[src/rtl/camera_state_ctrl.sv]
`default_nettype none
// ============================================================================
// Module   : camera_state_ctrl
// Brief    : Frame sequencer for the 2x2 pixel camera (Idle -> Exposure ->
//            Readout -> Idle). Drives the pixel array controls, Busy and Frame_done.
// Revision : 1.0 - initial release
// ============================================================================
module camera_state_ctrl #(
  parameter int EXP_W   = 5,
  parameter int EXP_MIN = 2,
  parameter int EXP_MAX = 30,
  parameter int NRE_LEN = 3,
  parameter int ADC_POS = 1
) (
  input  logic             Clk,
  input  logic             Reset,
  input  logic             Init,
  input  logic [EXP_W-1:0] EX_time,
  output logic             Erase,
  output logic             Expose,
  output logic             NRE_1,
  output logic             NRE_2,
  output logic             ADC,
  output logic             Busy,
  output logic             Frame_done
);

  localparam int RD_W = $clog2(2*NRE_LEN+2);

  localparam logic [1:0] c_ST_IDLE    = 2'd0;
  localparam logic [1:0] c_ST_EXPOSE  = 2'd1;
  localparam logic [1:0] c_ST_READOUT = 2'd2;

  localparam logic [EXP_W-1:0] c_EXP_MIN = EXP_W'(EXP_MIN);
  localparam logic [EXP_W-1:0] c_EXP_MAX = EXP_W'(EXP_MAX);
  localparam logic [EXP_W-1:0] c_EXP_ONE = EXP_W'(1);

  localparam logic [RD_W-1:0] c_RD_ONE        = RD_W'(1);
  localparam logic [RD_W-1:0] c_RD_NRE1_END   = RD_W'(NRE_LEN-1);
  localparam logic [RD_W-1:0] c_RD_NRE2_START = RD_W'(NRE_LEN+1);
  localparam logic [RD_W-1:0] c_RD_NRE2_END   = RD_W'(2*NRE_LEN);
  localparam logic [RD_W-1:0] c_RD_LAST       = RD_W'(2*NRE_LEN+1);
  localparam logic [RD_W-1:0] c_RD_ADC1       = RD_W'(ADC_POS);
  localparam logic [RD_W-1:0] c_RD_ADC2       = RD_W'(NRE_LEN+1+ADC_POS);

  logic [1:0]       r_state;
  logic [EXP_W-1:0] r_exp_len;
  logic [EXP_W-1:0] r_exp_cnt;
  logic [RD_W-1:0]  r_rd_cnt;
  logic             r_done_pending;

  logic [1:0]       w_state_nxt;
  logic [EXP_W-1:0] w_exp_len_nxt;
  logic [EXP_W-1:0] w_exp_cnt_nxt;
  logic [RD_W-1:0]  w_rd_cnt_nxt;
  logic             w_done_pending_nxt;
  logic [EXP_W-1:0] w_exp_clamped;
  logic             w_exp_last;
  logic             w_rd_last;

  logic r_erase, r_expose, r_nre_1, r_nre_2, r_adc, r_busy, r_frame_done;
  logic w_erase, w_expose, w_nre_1, w_nre_2, w_adc, w_busy, w_frame_done;

  always_comb begin
    w_exp_clamped = EX_time;
    if (EX_time < c_EXP_MIN) begin
      w_exp_clamped = c_EXP_MIN;
    end else if (EX_time > c_EXP_MAX) begin
      w_exp_clamped = c_EXP_MAX;
    end
  end

  // Exposure length is at least EXP_MIN (>=2), so the subtraction cannot underflow.
  assign w_exp_last = (r_exp_cnt == (r_exp_len - c_EXP_ONE));
  assign w_rd_last  = (r_rd_cnt == c_RD_LAST);

  always_comb begin
    w_state_nxt        = r_state;
    w_exp_len_nxt      = r_exp_len;
    w_exp_cnt_nxt      = r_exp_cnt;
    w_rd_cnt_nxt       = r_rd_cnt;
    w_done_pending_nxt = 1'b0;
    case (r_state)
      c_ST_IDLE: begin
        if (Init) begin
          w_state_nxt   = c_ST_EXPOSE;
          w_exp_len_nxt = w_exp_clamped;
          w_exp_cnt_nxt = '0;
        end
      end
      c_ST_EXPOSE: begin
        if (w_exp_last) begin
          w_state_nxt   = c_ST_READOUT;
          w_exp_cnt_nxt = '0;
          w_rd_cnt_nxt  = '0;
        end else begin
          w_exp_cnt_nxt = r_exp_cnt + c_EXP_ONE;
        end
      end
      c_ST_READOUT: begin
        if (w_rd_last) begin
          w_state_nxt        = c_ST_IDLE;
          w_rd_cnt_nxt       = '0;
          w_done_pending_nxt = 1'b1;
        end else begin
          w_rd_cnt_nxt = r_rd_cnt + c_RD_ONE;
        end
      end
      default: begin
        w_state_nxt   = c_ST_IDLE;
        w_exp_cnt_nxt = '0;
        w_rd_cnt_nxt  = '0;
      end
    endcase
  end

  always_ff @(posedge Clk) begin
    if (Reset) begin
      r_state        <= c_ST_IDLE;
      r_exp_len      <= c_EXP_MIN;
      r_exp_cnt      <= '0;
      r_rd_cnt       <= '0;
      r_done_pending <= 1'b0;
    end else begin
      r_state        <= w_state_nxt;
      r_exp_len      <= w_exp_len_nxt;
      r_exp_cnt      <= w_exp_cnt_nxt;
      r_rd_cnt       <= w_rd_cnt_nxt;
      r_done_pending <= w_done_pending_nxt;
    end
  end

  // Pixel controls are decoded from the current state and registered, so they
  // trail the state register by one cycle and never see Init combinationally.
  always_comb begin
    w_erase      = 1'b0;
    w_expose     = 1'b0;
    w_nre_1      = 1'b1;
    w_nre_2      = 1'b1;
    w_adc        = 1'b0;
    w_busy       = 1'b0;
    w_frame_done = 1'b0;
    case (r_state)
      c_ST_EXPOSE: begin
        w_expose = 1'b1;
        w_busy   = 1'b1;
      end
      c_ST_READOUT: begin
        w_busy  = 1'b1;
        w_nre_1 = !(r_rd_cnt <= c_RD_NRE1_END);
        w_nre_2 = !((r_rd_cnt >= c_RD_NRE2_START) && (r_rd_cnt <= c_RD_NRE2_END));
        w_adc   = (r_rd_cnt == c_RD_ADC1) || (r_rd_cnt == c_RD_ADC2);
      end
      default: begin
        w_erase      = 1'b1;
        w_frame_done = r_done_pending;
      end
    endcase
  end

  always_ff @(posedge Clk) begin
    if (Reset) begin
      r_erase      <= 1'b1;
      r_expose     <= 1'b0;
      r_nre_1      <= 1'b1;
      r_nre_2      <= 1'b1;
      r_adc        <= 1'b0;
      r_busy       <= 1'b0;
      r_frame_done <= 1'b0;
    end else begin
      r_erase      <= w_erase;
      r_expose     <= w_expose;
      r_nre_1      <= w_nre_1;
      r_nre_2      <= w_nre_2;
      r_adc        <= w_adc;
      r_busy       <= w_busy;
      r_frame_done <= w_frame_done;
    end
  end

  assign Erase      = r_erase;
  assign Expose     = r_expose;
  assign NRE_1      = r_nre_1;
  assign NRE_2      = r_nre_2;
  assign ADC        = r_adc;
  assign Busy       = r_busy;
  assign Frame_done = r_frame_done;

endmodule
`default_nettype wire

[config.mk]
export PLATFORM = sky130hd
export DESIGN_NAME = camera_state_ctrl
export DESIGN_NICKNAME = d
export VERILOG_FILES = /design/src/rtl/camera_state_ctrl.sv
export SDC_FILE = /design/constraint.sdc
export NUM_CORES = 1
export LEC_CHECK = 0
export ABC_AREA = 1
export CAP_MARGIN = 20
export CORE_ASPECT_RATIO = 1.4
export CORE_MARGIN = 10
export CORE_UTILIZATION = 48
export CTS_CLUSTER_SIZE = 24
export DETAILED_ROUTE_END_ITERATION = 10
export PLACE_DENSITY = 0.81
export SYNTH_ARGS = -nofsm -noshare
export SYNTH_HDL_FRONTEND = slang
export SYNTH_SLANG_ARGS = --single-unit
export TNS_END_PERCENT = 10
[constraint.sdc]
create_clock -name Clk -period 1.58 [get_ports Clk]
set_input_delay 0.474 -clock Clk [delete_from_list [all_inputs] [get_ports Clk]]
set_output_delay 0.474 -clock Clk [all_outputs]
set_load 0.05 [all_outputs]
==> qor.csv, run 1 <==
metric,value,unit
fin_skew,4.83,ps
clock_latency,330,ps
syn_inst,170,
stdcell_area,1540,sq um
min_path_type,flop to flop,
finalSetupTns,-26.8,ps
ir_worst_vdd,0.00131,V
htreeDepth,1,
start_kind,flop,
routedWlPerCell,12.1,um
grt_max_degree,14,
ys_warn_count,0,
synth_cell_types,23,
power.density,1670,nW/um^2
syn2layout_area_growth,28.2,%
die_w,62.2,um
cts_buffer_depth,2,
path_buf_inv,2,
final_common_cell,nand2_1,
std_cell_rows,21,
cts_hold_buf,0,
first_pass_iters,4,
clkTransAtPathRegs,130,ps
critical_path_cell_count,13,
fmax,628,MHz
ys_seq_area_frac,0.385,
post-route-period-util,1.01,
critical-path-top-delay-family,simple AND/OR/NAND/NOR gates,
dpl-instance-area,1480,sq um
routabilityCongestion,0.824,
totalWireLength,2740,um
path_common_cell,nand2_1,
routed-via-count,1084,
finalSetupViolCount,4,
max-slew-margin-rel,0.732,
drive_gt1_frac,0.188,
numCtsBuffers,3,
drc,0,
startpoint,r_exp_len[1],
antenna_found_initial,0,
rr_startpoint,r_exp_len[1],
syn-mean-instance-area,7.04,sq um
criticalPathCategory,flop to flop,
p_leak,0.707,nW
arrival,1830,ps
diodes,0,
max_slew.worst_pin.slew,402,ps
nNetsFinal,211,
critPathRequiredTime,1820,ps
critPathMaxFanout,7,
layout_common_cells,"43 x nand2_1, 25 x nor2_1, 21 x dfxtp_1",
grt_pass1_vias,1089,
end_kind,flop,
final_util,0.642,
final_max_slew_viol_count,0,
drt_iter0_drc,31,
violations,setup timing,
grt-ovfl-total,0,
rr_endpoint,r_exp_cnt[4],
ys_seq_elements,23,
grt_pass1_wl,4470,um
die-area,4920,sq um
ios,15,
port-buffer-count,14,
regToRegSetupSlack,-10,ps
cpPeakStageDelay,360,ps
via_per_inst,4.80,
fin_ws,-11.9,ps
core_region_area,2390,sq um
cts_tree,built,
period_needed,1590,ps
syn_area,1200,sq um
die_h,79.1,um
grt_usage,0.110,
slowest_stage,dfxtp_2,
rsz0062_at_grt,true,
endpoint,r_exp_cnt[4],
status,"finished, violations left",
root_buffer,clkbuf_4,
hold_viol,0,
reg2reg_depth,13,
ant_nets,0,
synth_nets,188,
clkSinkCount,23,
start_util,0.501,
path_cells,inv_2 -> ha_4 -> inv_2 -> nand2_1 -> nand2_1 -> nor2_1 -> nand2_1 -> nor2_2 -> nand2_2 -> nand2_4 -> nand2_2 -> nand2_4 -> nor2_1,
maxCapViolCount,0,
hpwlAfterDp,2150,um
## state kept, by name, indices dropped and copies added (netlist names), 2 cells and up
register / flops
r_exp_len: 5
r_exp_cnt: 5
r_state: 2
r_rd_cnt: 3
## metrics by stage
step	hold slack [ps]	total power [mW]	cells	setup slack [ps]
after floorplan	408	1.75	170	118
after global placement	423	2.13	222	-113
after detailed placement	432	2.23	222	-204
after CTS	457	2.53	226	19.8
after global routing	461	2.77	226	-136
final	456	2.57	226	-11.9
## metal layers
layer,vias to the layer above,global-route usage,wire length [um]
met5,-,0,0
met4,0,0.0642,54
met3,5,0.0183,91
met2,16,0.226,1620
met1,499,0.0954,973
li1,564,-,-
## cells by family (layout without fill, tap and decap cells)
logic type	Yosys count	count (layout)	share of synthesized area
compound gates	16	16	0.0742
xor+xnor	3	3	0.0219
fa+ha+maj	10	10	0.104
buf+inv	27	49	0.0857
flops	23	23	0.385
simple gates	91	91	0.329
## tightest hold or removal path, cell delays in order, from the launching register on
cell	delay, ps
dfxtp_1	320
nand2_1	60
nor3_1	40
## power breakdown
group / internal, mW / total, mW / leakage [nW] / switching, mW
Combinational: 0.569 / 1.42 / 0.501 / 0.847
Sequential: 0.734 / 0.869 / 0.188 / 0.135
Clock: 0.0952 / 0.285 / 0.0177 / 0.189
Total: 1.40 / 2.57 / 0.707 / 1.17
## cell usage after synthesis (all sizes together)
library cell | count | area [sq um]
buf | 1 | 5.00
nand3b | 1 | 7.51
a21oi | 6 | 33.8
nor3 | 1 | 5.00
o211ai | 2 | 15.0
nand3 | 8 | 40.0
o21ai | 8 | 40.0
nand4 | 1 | 6.26
nor2 | 28 | 110
nand2 | 50 | 213
inv | 25 | 93.8
or2 | 2 | 12.5
xnor2 | 1 | 8.76
dfxtp | 23 | 460
clkinv | 1 | 3.75
xor2 | 2 | 17.5
ha | 10 | 125
## final cells by class
class                           count  area (sq um)
Fill cell                         189           856
Multi-Input combinational cell    120           657
Sequential cell                    23           463
Timing Repair Buffer               19           248
Inverter                           26          97.6
Tap cell                           34          42.5
Clock buffer                        3          22.5
Clock inverter                      1          5.00
## worst min-delay path by stage
stage,startpoint,endpoint,slack [ps],cells after the start
global route,r_done_pending,Frame_done,460,2
CTS,r_done_pending,Frame_done,460,2
global placement,r_done_pending,Frame_done,420,2
detailed placement,r_done_pending,Frame_done,430,2
floorplan,r_done_pending,Frame_done,410,2
finish,r_done_pending,Frame_done,460,2
## what timing repair did
action | in CTS | in global routing
endpoints found under the setup margin | 7 | 10
hold endpoints to repair | 0 | 0
setup buffers | 0 | 0
gates resized for setup | 4 | 4
No activity file was read; power rests on OpenSTA's default activity.
==> inputs of run 2 (changes only) <==
--- a/config.mk
+++ b/config.mk
@@ -10,7 +10,7 @@
 export CORE_ASPECT_RATIO = 1.4
 export CORE_MARGIN = 10
 export CORE_UTILIZATION = 48
-export CTS_CLUSTER_SIZE = 24
+export CTS_CLUSTER_SIZE = 8
 export DETAILED_ROUTE_END_ITERATION = 10
 export PLACE_DENSITY = 0.81
 export SYNTH_ARGS = -nofsm -noshare
==> results of run 2 <==
Final layout, timing and power as in run 1 (identical DEF).
